<file path="src/rtl/di_term_router.sv">
// di_term_router: routes a host device-interface transaction to one of NUM_TERMS
// terminals selected by address, and registers the terminal's response back to the host.
// The optional ready timeout (counter, TMO state, timeout_count) is built only when
// the macro DI_TIMEOUT_EN is defined. Without it the router waits in RD/WR indefinitely.
module di_term_router #(
  parameter int                      NUM_TERMS      = 4,
  parameter logic [NUM_TERMS*16-1:0] TERM_ADDRS     = {16'h0003, 16'h0002, 16'h0001, 16'h0000},
  parameter int                      TIMEOUT_CYCLES = 1024
) (
  input  logic                      ifclk,
  input  logic                      resetb,
  // host device-interface bus
  input  logic [15:0]               di_term_addr,
  input  logic                      di_read_mode,
  input  logic                      di_write_mode,
  input  logic                      di_read,
  input  logic                      di_write,
  output logic [31:0]               di_reg_datao,
  output logic                      di_read_rdy,
  output logic                      di_write_rdy,
  output logic [15:0]               di_transfer_status,
  // terminal side
  output logic [NUM_TERMS-1:0]      t_sel,
  input  logic [NUM_TERMS*32-1:0]   t_reg_datao,
  input  logic [NUM_TERMS-1:0]      t_read_rdy,
  input  logic [NUM_TERMS-1:0]      t_write_rdy,
  input  logic [NUM_TERMS*16-1:0]   t_transfer_status,
  output logic [7:0]                timeout_count
);

  localparam logic [2:0] ST_IDLE     = 3'd0;
  localparam logic [2:0] ST_RD       = 3'd1;
  localparam logic [2:0] ST_WR       = 3'd2;
  localparam logic [2:0] ST_UNMAP    = 3'd3;
  localparam logic [2:0] ST_CONFLICT = 3'd4;
  localparam logic [2:0] ST_TMO      = 3'd5;

  logic [2:0]           state_q, state_d;
  logic [NUM_TERMS-1:0] tsel_q, tsel_d;
  logic [31:0]          data_d;
  logic                 rrdy_d, wrdy_d;
  logic [15:0]          stat_d;
  logic                 any_mode;
  logic                 hit;
  logic [NUM_TERMS-1:0] hit_oh;
  logic [31:0]          mux_data;
  logic                 mux_rrdy, mux_wrdy;
  logic [15:0]          mux_stat;
  logic                 tmo_hit;

  // The strobes belong to the bus but the router only acts on the mode levels.
  logic unused_strobes;
  assign unused_strobes = di_read ^ di_write;

  assign any_mode = di_read_mode | di_write_mode;
  assign t_sel    = tsel_q;

  // Address decode: the lowest matching index wins, so scan from the top down.
  always_comb begin
    hit    = 1'b0;
    hit_oh = '0;
    for (int i = NUM_TERMS - 1; i >= 0; i--) begin
      if (TERM_ADDRS[i*16 +: 16] == di_term_addr) begin
        hit       = 1'b1;
        hit_oh    = '0;
        hit_oh[i] = 1'b1;
      end
    end
  end

  // Response mux driven by the latched one-hot selection.
  always_comb begin
    mux_data = '0;
    mux_rrdy = 1'b0;
    mux_wrdy = 1'b0;
    mux_stat = '0;
    for (int i = 0; i < NUM_TERMS; i++) begin
      if (tsel_q[i]) begin
        mux_data = mux_data | t_reg_datao[i*32 +: 32];
        mux_rrdy = mux_rrdy | t_read_rdy[i];
        mux_wrdy = mux_wrdy | t_write_rdy[i];
        mux_stat = mux_stat | t_transfer_status[i*16 +: 16];
      end
    end
  end

  // Transaction FSM; the address is only looked at while idle, and only the
  // both-modes-low condition ends a transaction.
  always_comb begin
    state_d = state_q;
    tsel_d  = tsel_q;
    case (state_q)
      ST_IDLE: begin
        tsel_d = '0;
        if (any_mode) begin
          if (di_read_mode && di_write_mode) begin
            state_d = ST_CONFLICT;
          end else if (!hit) begin
            state_d = ST_UNMAP;
          end else begin
            state_d = di_read_mode ? ST_RD : ST_WR;
            tsel_d  = hit_oh;
          end
        end
      end
      ST_RD, ST_WR: begin
        if (!any_mode) begin
          state_d = ST_IDLE;
          tsel_d  = '0;
        end else if (tmo_hit) begin
          state_d = ST_TMO;
        end
      end
      ST_UNMAP, ST_CONFLICT, ST_TMO: begin
        if (!any_mode) begin
          state_d = ST_IDLE;
          tsel_d  = '0;
        end
      end
      default: begin
        state_d = ST_IDLE;
        tsel_d  = '0;
      end
    endcase
  end

  // Host response for the coming state. The entry cycle of RD/WR shows zeros
  // because the terminal only sees t_sel from that cycle on.
  always_comb begin
    data_d = '0;
    rrdy_d = 1'b0;
    wrdy_d = 1'b0;
    stat_d = '0;
    case (state_d)
      ST_RD, ST_WR: begin
        if (state_q == state_d) begin
          data_d = mux_data;
          rrdy_d = mux_rrdy;
          wrdy_d = mux_wrdy;
          stat_d = mux_stat;
        end
      end
      ST_UNMAP: begin
        data_d = 32'hAAAA_AAAA;
        rrdy_d = 1'b1;
        wrdy_d = 1'b1;
        stat_d = 16'hFFFF;
      end
      ST_CONFLICT: begin
        data_d = 32'hAAAA_AAAA;
        rrdy_d = 1'b1;
        wrdy_d = 1'b1;
        stat_d = 16'h0002;
      end
      ST_TMO: begin
        data_d = 32'hDEAD_DEAD;
        rrdy_d = 1'b1;
        wrdy_d = 1'b1;
        stat_d = 16'h0001;
      end
      default: ;
    endcase
  end

  // State, selection and registered host outputs.
  always_ff @(posedge ifclk or negedge resetb) begin
    if (!resetb) begin
      state_q            <= ST_IDLE;
      tsel_q             <= '0;
      di_reg_datao       <= '0;
      di_read_rdy        <= 1'b0;
      di_write_rdy       <= 1'b0;
      di_transfer_status <= '0;
    end else begin
      state_q            <= state_d;
      tsel_q             <= tsel_d;
      di_reg_datao       <= data_d;
      di_read_rdy        <= rrdy_d;
      di_write_rdy       <= wrdy_d;
      di_transfer_status <= stat_d;
    end
  end

`ifdef DI_TIMEOUT_EN
  logic [15:0] cnt_q, cnt_d;
  logic [7:0]  tmo_cnt_q;
  logic        cur_rdy;

  // Count consecutive not-ready cycles of the ready that matches the mode.
  always_comb begin
    cur_rdy = (state_q == ST_RD) ? mux_rrdy : mux_wrdy;
    cnt_d   = '0;
    tmo_hit = 1'b0;
    if ((state_q == ST_RD || state_q == ST_WR) && any_mode && !cur_rdy) begin
      cnt_d   = cnt_q + 16'd1;
      tmo_hit = (cnt_d == 16'(TIMEOUT_CYCLES));
    end
  end

  // Counter and saturating timeout tally.
  always_ff @(posedge ifclk or negedge resetb) begin
    if (!resetb) begin
      cnt_q     <= '0;
      tmo_cnt_q <= '0;
    end else begin
      cnt_q <= cnt_d;
      if (tmo_hit && tmo_cnt_q != 8'hFF) begin
        tmo_cnt_q <= tmo_cnt_q + 8'd1;
      end
    end
  end

  assign timeout_count = tmo_cnt_q;
`else
  // Timeout disabled: TIMEOUT_CYCLES is kept only for a common parameter list.
  logic unused_timeout_cfg;
  assign unused_timeout_cfg = (TIMEOUT_CYCLES > 0);
  assign tmo_hit            = 1'b0;
  assign timeout_count      = '0;
`endif

endmodule

</file>
<file path="config.mk">
export PLATFORM = sky130hd
export DESIGN_NAME = di_term_router
export DESIGN_NICKNAME = d
export VERILOG_FILES = /design/src/rtl/di_term_router.sv
export SDC_FILE = /design/constraint.sdc
export NUM_CORES = 1
export LEC_CHECK = 0
export BUFFER_PORTS_ARGS = -buffer_cell sky130_fd_sc_hd__buf_2
export CAP_MARGIN = 0
export CORE_MARGIN = 10
export CORE_UTILIZATION = 35
export DETAILED_ROUTE_END_ITERATION = 10
export PLACE_DENSITY = 0.75
export SLEW_MARGIN = 20
export SYNTH_ARGS = -nofsm -noshare
export SYNTH_HDL_FRONTEND = slang
export SYNTH_SLANG_ARGS = --single-unit
</file>
<file path="constraint.sdc">
create_clock -name ifclk -period 1.59 [get_ports ifclk]
set_input_delay 0.318 -clock ifclk [delete_from_list [all_inputs] [get_ports ifclk]]
set_output_delay 0.318 -clock ifclk [all_outputs]
set_load 0.05 [all_outputs]
</file>
; Word-level counts from Yosys, hierarchy flattened
; Cells that the tools add are included.
[classes]
n_eq_ne = 15
mux = 43
bitwise = 13
reduce_logical = 7
[op_table]
columns = cell, count
row1 = 32-bit 2-to-1 mux, 5
row2 = 32-bit bitwise OR, 3
row3 = 32-bit one-hot mux with 3 select lines, 1
row4 = 16-bit 2-to-1 mux, 5
row5 = 16-bit one-hot mux with 4 select lines, 1
row6 = 16-bit bitwise OR, 3
row7 = 2-bit by 16-bit == test with 1-bit output (first input constant), 2
row8 = 4-bit 2-to-1 mux, 8
row9 = 1-bit by 16-bit == test with 1-bit output (first input constant), 1
row10 = 16-bit zero test, 1
row11 = 1-bit 2-to-1 mux, 14
row12 = 3-bit by 2-bit == test with 1-bit output (second input constant), 4
row13 = 3-bit == test (second input constant), 4
row14 = 3-bit 2-to-1 mux, 3
row15 = 4-bit one-hot mux with 2 select lines, 1
row16 = 1-bit bitwise OR, 7
row17 = 3-bit by 1-bit == test with 1-bit output (second input constant), 2
row18 = 3-bit one-hot mux with 2 select lines, 1
row19 = 5-bit OR reduction, 1
row20 = 2-bit 2-to-1 mux, 2
row21 = 1-bit one-hot mux with 2 select lines, 2
row22 = 2-bit OR reduction, 2
row23 = 3-bit == test, 1
row24 = 3-bit zero test, 1
row25 = 3 further kinds, 3
[word_totals]
wordCells = 84
inputBits = 222
out_inout_bits = 62
reg_bits = 57

; Depth between registers and ports, before layout
; Gate-level depths: netlist (run 1).
[logic_depth]
ltp_word = 12
mapped_depth = 6
depth_no_buf = 4

; Worst setup path before layout (run 1)
; No wires, ideal clock.
[synth_timing]
kind = register to register
startpoint = reg tsel_q[0] (netlist: t_sel[0])
endpoint = reg di_reg_datao[20]
setup_ns = 0.078
stages_incl_launch_ff = 6
period_less_slack_ns = 1.750
path_slack_ns = -0.160
t_required_ns = 1.512
n_path_buf = 3
arrival_ns = 1.672
path_cell_list = dfrtp_1 clkbuf_1 clkbuf_1 clkbuf_1 a22oi_1 a21oi_1
[synth_between]
elab_chain_len = 9
[synth_rtl]
columns = element, line_no
row1 = from (decl), 39  ; logic [NUM_TERMS-1:0] tsel_q, tsel_d;
row2 = from (signal assigned), 176  ; tsel_q <= tsel_d;
row3 = 32-bit 2-to-1 mux (*), 78  ; if (tsel_q[i]) begin
row4 = 32-bit bitwise OR, 79  ; mux_data = mux_data | t_reg_datao[i*32 +: 32];
row5 = 32-bit 2-to-1 mux (*), 78
row6 = 32-bit bitwise OR, 79
row7 = 32-bit 2-to-1 mux (*), 78
row8 = 32-bit bitwise OR, 79
row9 = 32-bit 2-to-1 mux (*), 78
row10 = 32-bit 2-to-1 mux (*), 136  ; if (state_q == state_d) begin
row11 = 32-bit one-hot mux with 3 select lines (*), 134  ; case (state_d)
row12 = net data_d[20], 40  ; logic [31:0] data_d;
row13 = to (signal assigned), 177  ; di_reg_datao <= data_d;
row14 = to (decl), 18  ; output logic [31:0] di_reg_datao,
; The timed path passes the listed nets; every way through them passes the cells marked *.
; A chain may end at the register's enable or synchronous reset.

; Final worst setup path (run 1)
[layout_timing]
startpoint = reg tsel_q[1] (netlist: t_sel[1])
endpoint = out t_sel[1]
[layout_rtl]
columns = element, line_no
row1 = to (decl), 23  ; output logic [NUM_TERMS-1:0] t_sel,
; No word-level cell between the ends.

==> results of run 1 <==
routing by layer:
layer  wire (um)  track usage  share of wire
met1        4780        0.191           0.34
met2        7410        0.350           0.53
met4         291       0.0792          0.021
met5           0            0              0
met3        1510       0.0693           0.11
logic make-up (layout without fill, tap and decap cells):
kind of cell / after synthesis / after routing / synth area share
compound gates: 163 / 163 / 0.396
flops: 57 / 57 / 0.439
simple gates: 52 / 52 / 0.0913
buf+inv: 45 / 319 / 0.0670
xor+xnor: 2 / 2 / 0.00540
other cells: 1 / 9 / 0.00115
synth_stat cells, drive strengths merged:
cell type,count
a21oi,9
o22ai,14
nand4,3
nor3b,2
a22o,34
o221ai,1
nand3b,2
and3b,1
a22oi,41
nor2b,1
inv,3
nor4,3
nor3,3
buf,13
and2,1
xor2,2
dfrtp,57
o32ai,5
clkbuf,29
o21ai,26
nand2,30
conb,1
a211oi,1
o2bb2ai,1
a221oi,31
nor2,6
final cells by class:
class	instances	area (um^2)
fillers	831	4020
multi-input cells	225	1680
repair buffers	300	1640
flip-flops and latches	57	1430
clock buffers	12	155
well taps	111	139
clock inverters	4	75.1
inverters	3	11.3
diodes	1	2.50
registers in the layout (all words and copies together), names as in the netlist:
name                count
di_write_rdy            1
state_q                 3
di_transfer_status     16
di_reg_datao           32
di_read_rdy             1
t_sel                   4
how the worst max path moves through the flow:
stage	startpoint	endpoint	depth (start not counted)
floorplan	di_term_addr[14]	di_read_rdy	5
global placement	di_term_addr[3]	di_reg_datao[1]	6
detailed placement	di_term_addr[3]	di_reg_datao[1]	6
CTS	t_sel[2]	t_sel[2]	2
global route	state_q[2]	di_reg_datao[1]	6
finish	t_sel[1]	t_sel[1]	2
per-stage QoR:
| step | hold slack [ps] | setup WS [ps] | setup TNS (ps) |
|---|---|---|---|
| after global placement | 340 | -202 | -4410 |
| after CTS | 226 | 27.1 | 0 |
| after global routing | 241 | 3.63 | 0 |
| final | 250 | 59.7 | 0 |
| after floorplan | 22.4 | -54.8 | -548 |
| after detailed placement | 346 | -219 | -4850 |
timing repair:
action	in CTS	in global routing
hold buffers	1	0
gates resized for setup	7	8
endpoints found under the hold margin	57	0
endpoints found under the setup margin	37	8
buffers inserted	0	1
power by group:
group,internal [mW],switching [mW],leakage [nW],total [mW]
logic,1.31,2.79,1.78,4.10
registers,1.87,0.154,0.754,2.03
clock network,0.969,0.606,0.109,1.58
total,4.15,3.55,2.65,7.70
critical path: cells and delay by family, from the launching register on:
kind	cells	cell delay (ps)
buf+inv	2	480
flops	1	370
==> metrics.cfg, run 1 <==
[run_status]
status = finished, final reports clean

[die]
die_area_um2 = 13500
ios = 284
initial_utilization = 0.355
die_w_um = 116
rows = 35
die_h_um = 116
core-area_um2 = 9150

[yosys]
syn_inst = 320
yosysTopAreaCellShare = 0.439
synth_warnings = 0
ys_ff_latch = 57
netlist_area_um2 = 3250
yosysSeqAreaShare = 0.439
synth_area_leaders = dfrtp_1 (44%), a22oi_1 (9.2%), a22o_1 (9.2%)
syn_area_per_cell_um2 = 10.1
ys_types = 34
synth.largest_area_cell = dfrtp_1

[finish]
final_core_util = 0.561
final_nets = 818
final_cell_mix = buf_2 (270), dfrtp_1 (51), a22oi_1 (40)
final_common_cell = buf_2
stdcell_area_um2 = 5130
area_delta_synth_final_pct = 58.1
stdcell_count = 713
drive_gt1_frac = 0.579

[timing]
relSlewSlack = 0.611
fmax_mhz = 653
slew_viol_final = 0
setup_viol = 0
fin_crit_sh = 0.962
final_hold_viol_count = 0
clock_skew_ps = 8.31
max_slew.worst_pin.slew_ps = 583
rsz0062_at_grt = no
min_period_ps = 1530

[global_routing]
overflow = 0
grt_pass1_wl_um = 20500
grt_pass1_vias = 4077
antenna_found_initial = 1
grt_usage = 0.191
grt_max_degree = 58

[power_and_ir_drop]
finalPower_mw = 7.70
leakage_nw = 2.65
pwr_density_cell_nw_per_um2 = 1500
irDropWorstVdd_mv = 0.726

[worst_setup_path]
cp.required_ps = 1270
slowest_stage = dfrtp_2
rr_worst_depth = 6
startpoint_type = register
r2r-end = di_reg_datao[29]
rrSetupSlack_ps = 80
crit_chain = buf_12 > buf_4
end_kind = output port
r2r_start = state_q[0]
path_max_fanout = 52
crit_type = register to output port
arrival_ps = 1210
cpPeakStageDelay_ps = 370

[route]
drtPass1Iterations = 4
final_antenna_net_count = 0
drc_errors = 0
avgRoutedWirePerCell_um = 19.6
via_per_inst = 5.39
num_vias = 3843
drtIter0Drc = 160
routed_wl_um = 14000

[placement]
dpl.hpwl_um = 11400
io_buffers = 273
place_congestion = 0.790
dp_cells = 694
placed_cell_area_um2 = 4830

[hold_path]
hp-class = input port to register
hold_start = di_term_addr[1]
holdPathEnd = t_sel[3]
hold_depth = 2

[clocking]
clkLatencyLatePin_ps = 330
clock-root-buffer = clkbuf_8
cts_buffers = 9
path_clk_slew_ps = 70
clockBufferDepth = 2
cts.sinks = 57
cts_max_level = 3
cts_tree = built

[flow_run]
max_cap_viol_count = 0

No activity file was read; power rests on OpenSTA's default activity.
==> run 2: changes to the inputs <==
--- a/config.mk
+++ b/config.mk
@@ -10,7 +10,7 @@
 export CORE_MARGIN = 10
 export CORE_UTILIZATION = 35
 export DETAILED_ROUTE_END_ITERATION = 10
-export PLACE_DENSITY = 0.75
+export PLACE_DENSITY = 0.88
 export SLEW_MARGIN = 20
 export SYNTH_ARGS = -nofsm -noshare
 export SYNTH_HDL_FRONTEND = slang
==> constraint.sdc (replaced) <==
create_clock -name ifclk -period 1.38 [get_ports ifclk]
set_input_delay 0.276 -clock ifclk [delete_from_list [all_inputs] [get_ports ifclk]]
set_output_delay 0.276 -clock ifclk [all_outputs]
set_load 0.05 [all_outputs]
==> run 2 against run 1 <==
The flow now finishes with violations (setup timing). Critical path depth grew 5. Via count rose by 8.5%. Die area unchanged. Critical path type is now register to register. Critical endpoint is now di_reg_datao[1]. Largest power group unchanged.
==> metrics.cfg, run 2 (same netlist as run 1, synthesis figures left out) <==
[finish]
register_area_um2 = 1430  ; about the same
stdcell_area_um2 = 5850  ; was 5130 um^2
drive_gt1_frac = 0.657  ; was 0.579
fillers = 717  ; was 831
top_register = di_reg_datao  ; unchanged
final_common_cell = buf_2  ; unchanged
largest_reg_flops = 32  ; unchanged
final_cell_mix = buf_2 (268), dfrtp_1 (52), a22oi_1 (40)  ; was buf_2 (270), dfrtp_1 (51), a22oi_1 (40)
area_delta_synth_final_pct = 80.3  ; was 58.1%
multi_input_area_um2 = 1930  ; was 1680 um^2
final_nets = 847  ; was 818

[global_routing]
grt_usage = 0.220  ; was 0.191
overflow = 0  ; unchanged
grt_pass1_vias = 4458  ; was 4077
grt_max_degree = 32  ; was 58
antenna_found_initial = 1  ; unchanged
grt_pass1_wl_um = 22900  ; was 20500 um

[timing]
clock_skew_ps = 9.50  ; was 8.31 ps
layout_setup_ws_ps = -137  ; was 59.7 ps
tns_ps = -1450  ; was 0 ps
final_hold_viol_count = 0  ; unchanged
slew_viol_final = 0  ; unchanged
setup_viol = 20  ; was 0
rsz0062_at_grt = yes  ; was no
fmax_mhz = 659
min_period_ps = 1520
fin_crit_sh = 1.10

[die]
ios = 284  ; unchanged
die_h_um = 116  ; unchanged
rows = 35  ; unchanged
core-area_um2 = 9150  ; unchanged
initial_utilization = 0.355  ; unchanged
die_w_um = 116  ; unchanged
die_area_um2 = 13500  ; unchanged

[placement]
io_buffers = 273  ; unchanged
place_congestion = 0.854  ; was 0.790
placed_cell_area_um2 = 5050  ; was 4830 um^2
dpl.hpwl_um = 12400  ; was 11400 um
pre_cts_slack_ps = -435  ; was -219 ps

[power_and_ir_drop]
pwr_density_cell_nw_per_um2 = 1600  ; was 1500 nW/um^2
finalPower_mw = 9.39  ; was 7.70 mW
irDropWorstVdd_mv = 0.890  ; was 0.726 mV
leakage_nw = 2.97  ; was 2.65 nW

[run_status]
violations = setup timing
status = finished, violations left  ; was finished, final reports clean

[route]
routed_wl_um = 16300  ; was 14000 um
drtPass1Iterations = 4  ; unchanged
final_antenna_net_count = 0  ; unchanged
num_vias = 4168  ; was 3843
drtIter0Drc = 254  ; was 160
avgRoutedWirePerCell_um = 21.9  ; was 19.6 um
via_per_inst = 5.62  ; was 5.39
drc_errors = 0  ; unchanged

[flow_run]
max_cap_viol_count = 0  ; unchanged

[clocking]
clockBufferDepth = 2  ; unchanged
cts_max_level = 3  ; unchanged
cts_tree = built  ; unchanged
cts_buffers = 9  ; unchanged
clock-root-buffer = clkbuf_8  ; unchanged
path_clk_slew_ps = 70  ; about the same
clkLatencyLatePin_ps = 330  ; about the same
cts.sinks = 57  ; unchanged

[worst_setup_path]
cp.required_ps = 1620  ; was 1270 ps
arrival_ps = 1760  ; was 1210 ps
startpoint_type = register  ; unchanged
path_max_fanout = 5  ; was 52
crit_type = register to register  ; was register to output port
rr_worst_depth = 7  ; was 6
end_kind = register  ; was output port

[hold_path]
hold_depth = 3  ; was 2
hp-class = input port to register  ; unchanged

## run 2: cell count changes in the layout (fill, tap and decap cells not counted), sizes merged
cell    previous run  this run
buf              299       322
bufbuf             0         4
bufinv             2         0
clkbuf            12        13
clkinv             0         3
## run 2: routing by layer
metal | GRT usage | vias to the layer above | wire length, um | share of wire
li1 | - | 1877 | - | -
met1 | 0.222 | 2000 | 5650 | 0.35
met2 | 0.405 | 253 | 8440 | 0.52
met3 | 0.0704 | 36 | 1660 | 0.10
met4 | 0.0984 | 2 | 500 | 0.031
met5 | 0 | - | 13 | 0.00080
## run 2: area by class of cell
cell class | count | area share
sequential | 57 | 0.245
clock buffer | 11 | 0.0259
timing repair buffer | 329 | 0.368
tap | 111 | 0.0237
inverter | 3 | 0.00192
clock inverter | 5 | 0.00513
multi-input combinational | 225 | 0.330
antenna | 1 | 0.000428
## run 2: per-stage QoR
stage / util / hold WS [ps] / cells
2_1_floorplan: - / -19.6 / 327
3_3_place_gp: 0.552 / 277 / 705
3_5_place_dp: 0.552 / 284 / 705
4_1_cts: 0.615 / 196 / 738
5_1_grt: 0.639 / 193 / 741
6_report: 0.640 / 209 / 742
## run 2: what timing repair did
item / CTS / global route
buffers inserted: 12 / 2
pin swaps: 5 / 11
gates resized for setup: 35 / 36
endpoints found under the setup margin: 44 / 53
gates cloned: 4 / 3
hold buffers: 1 / 0
hold endpoints to repair: 57 / 0
## run 2: final timing paths
| kind | start | to | slack, ps |
|---|---|---|---|
| worst max-delay path | state_q[0] | di_reg_datao[1] | -140 |
| worst min-delay path | t_transfer_status[29] | di_transfer_status[13] | 210 |
| worst max register to register | state_q[0] | di_reg_datao[1] | -140 |
| worst min register to register | state_q[1] | state_q[0] | 700 |
| max in group asynchronous | resetb | t_sel[0] | 700 |
| min in group asynchronous | resetb | di_write_rdy | 470 |
## run 2: critical path, stage by stage (launching register included)
cell and delay, ps:
dfrtp_1 420, nand3b_1 200, a21oi_2 150, buf_6 130, a211oi_4 40, buf_6 130
clkbuf_16 150, o32ai_4 200
## run 2: power breakdown
part / total, mW / switching [mW] / internal [mW]
Clock: 1.44 / 0.698 / 0.739
Combinational: 5.61 / 3.57 / 2.04
Sequential: 2.34 / 0.183 / 2.16
==> run 3: changes to the inputs <==
--- a/config.mk
+++ b/config.mk
@@ -10,7 +10,7 @@
 export CORE_MARGIN = 10
 export CORE_UTILIZATION = 35
 export DETAILED_ROUTE_END_ITERATION = 10
-export PLACE_DENSITY = 0.88
+export PLACE_DENSITY = 0.85
 export SLEW_MARGIN = 20
 export SYNTH_ARGS = -nofsm -noshare
 export SYNTH_HDL_FRONTEND = slang
==> constraint.sdc (replaced) <==
create_clock -name ifclk -period 1.4 [get_ports ifclk]
set_input_delay 0.28 -clock ifclk [delete_from_list [all_inputs] [get_ports ifclk]]
set_output_delay 0.28 -clock ifclk [all_outputs]
set_load 0.05 [all_outputs]
==> run 3 against run 2 <==
The run still ends with setup timing left. Maximum frequency rose by 0.78%. Clock skew fell by 2.0 ps. Routed wire length fell by 3.7%. Final cell count fell by 1.3%. Die area did not move. Critical path type unchanged. Largest power group unchanged.
==> metrics.cfg, run 3 (same netlist as run 1, synthesis figures left out) <==
[die]
die_w_um = 116  ; unchanged
ios = 284  ; unchanged
rows = 35  ; unchanged
core-area_um2 = 9150  ; unchanged
initial_utilization = 0.355  ; unchanged
die_h_um = 116  ; unchanged
die_area_um2 = 13500  ; unchanged

[timing]
fmax_mhz = 664  ; was 659 MHz
min_period_ps = 1510  ; was 1520 ps
clock_skew_ps = 7.48  ; was 9.50 ps
fin_crit_sh = 1.08  ; was 1.10
relSlewSlack = 0.660
layout_setup_ws_ps = -105  ; was -137 ps
max_slew.worst_pin.slew_ps = 511
rsz0062_at_grt = yes  ; unchanged
hold_ws_ps = 214  ; was 209 ps
slew_viol_final = 0  ; unchanged
setup_viol = 35  ; was 20
final_hold_viol_count = 0  ; unchanged

[placement]
io_buffers = 273  ; unchanged
place_congestion = 0.831  ; was 0.854
dpl.hpwl_um = 12400  ; about the same
pre_cts_slack_ps = -428  ; was -435 ps

[global_routing]
grt_max_degree = 25  ; was 32
overflow = 0  ; unchanged
grt_pass1_vias = 4312  ; was 4458
antenna_found_initial = 0  ; was 1
grt_usage = 0.211  ; was 0.220
grt_pass1_wl_um = 22100  ; was 22900 um

[worst_setup_path]
crit_type = register to register  ; unchanged
slowest_stage = dfrtp_1  ; unchanged
cp.required_ps = 1590  ; was 1620 ps
critPathBufInv = 3  ; unchanged
path_common_cell = buf_4  ; was buf_6
path_max_fanout = 19  ; was 5
arrival_ps = 1690  ; was 1760 ps
startpoint_type = register  ; unchanged
rrSetupSlack_ps = -110  ; was -140 ps
cp-startpoint = state_q[0]  ; unchanged
critPathTopFamily = buffers and inverters  ; was flip-flops
rr_worst_depth = 6  ; was 7
crit_chain = buf_4 > nor2b_1 > buf_4 > a211oi_4 > buf_12 > o32ai_4  ; was nand3b_1 > a21oi_2 > buf_6 > a211oi_4 > buf_6 > clkbuf_16 > o32ai_4
cpPeakStageDelay_ps = 400  ; was 420 ps
r2r_start = state_q[0]  ; unchanged
end_kind = register  ; unchanged
r2r-end = di_transfer_status[1]  ; was di_reg_datao[1]

[hold_path]
holdPathEnd = t_sel[3]  ; was di_transfer_status[13]
hp-class = input port to register  ; unchanged
hold_depth = 2  ; was 3
hold_start = di_term_addr[1]  ; was t_transfer_status[29]

[finish]
top_register = di_reg_datao  ; unchanged
insertedDiodeCount = 0  ; was 1
largest_reg_flops = 32  ; unchanged
final_cell_mix = buf_2 (269), dfrtp_1 (53), a22oi_1 (40)  ; was buf_2 (268), dfrtp_1 (52), a22oi_1 (40)
final_nets = 838  ; was 847
area_delta_synth_final_pct = 75.0  ; was 80.3%
final_common_cell = buf_2  ; unchanged
drive_gt1_frac = 0.617  ; was 0.657

[power_and_ir_drop]
leakage_nw = 2.89  ; was 2.97 nW
irDropWorstVdd_mv = 0.734  ; was 0.890 mV
finalPower_mw = 9.20  ; was 9.39 mW
pwr_density_cell_nw_per_um2 = 1620  ; was 1600 nW/um^2

[clocking]
clockBufferDepth = 2  ; unchanged
clock-root-buffer = clkbuf_8  ; unchanged
path_clk_slew_ps = 60  ; was 70 ps
cts_tree = built  ; unchanged
cts.sinks = 57  ; unchanged
cts_buffers = 9  ; unchanged
clkLatencyLatePin_ps = 330  ; about the same
cts_max_level = 3  ; unchanged

[route]
routed_wl_um = 15700  ; was 16300 um
avgRoutedWirePerCell_um = 21.4  ; was 21.9 um
via_per_inst = 5.57  ; was 5.62
num_vias = 4080  ; was 4168
drc_errors = 0  ; unchanged
drtPass1Iterations = 5  ; was 4
drtIter0Drc = 307  ; was 254
final_antenna_net_count = 0  ; unchanged

[flow_run]
max_cap_viol_count = 0  ; unchanged

[run_status]
violations = setup timing  ; unchanged
status = finished, violations left  ; unchanged

==> run 3: worst reg2reg max path: cells and delay by family, from the launching register on <==
| kind | cells | cell delay (ps) |
|---|---|---|
| flops | 1 | 400 |
| buf+inv | 3 | 530 |
| simple gates | 1 | 130 |
| compound gates | 2 | 300 |
==> run 3: through the flow <==
step	std cells	setup TNS (ps)	instance area, um^2	utilization
5_1_grt	732	-4590	5680	0.621
6_report	732	-2110	5680	0.621
4_1_cts	728	-1850	5570	0.608
2_1_floorplan	327	-4330	3470	-
3_3_place_gp	707	-10280	5120	0.559
3_5_place_dp	707	-12610	5120	0.559
==> run 3: routing by layer <==
layer  global-route usage  vias up  routed length, um
met5                    0        -                  0
met4               0.0692        0                274
met3               0.0765       20               1610
met2                0.388      251               8170
met1                0.217     1948               5610
li1                     -     1861                  -
==> run 3: cell type report <==
type	instances	area, um^2
Fill cell	735	3470
Sequential cell	57	1430
Tap cell	111	139
Inverter	3	11.3
Multi-Input combinational cell	225	1780
Timing Repair Buffer	320	2070
Clock buffer	10	138
Clock inverter	6	105
==> run 3: worst max path at each step <==
stage	to	slack [ps]	cells after the start
6_report	di_transfer_status[1]	-110	6
5_1_grt	di_transfer_status[1]	-180	6
4_1_cts	di_reg_datao[13]	-100	6
3_5_place_dp	di_transfer_status[1]	-430	6
3_3_place_gp	di_reg_datao[17]	-350	6
2_1_floorplan	di_read_rdy	-200	5
==> run 3: where the power goes <==
part	internal, mW	switching (mW)	leakage [nW]
Combinational	1.66	3.38	2.00
Clock	1.22	0.672	0.126
Sequential	2.12	0.147	0.757
==> run 3: what timing repair did <==
| item | CTS | global route |
|---|---|---|
| setup buffers | 2 | 3 |
| endpoints found under the hold margin | 18 | 0 |
| pin swaps | 1 | 4 |
| cloned | 2 | 1 |
| hold buffers | 1 | 0 |
| resized for setup | 26 | 13 |
| setup endpoints to repair | 38 | 55 |
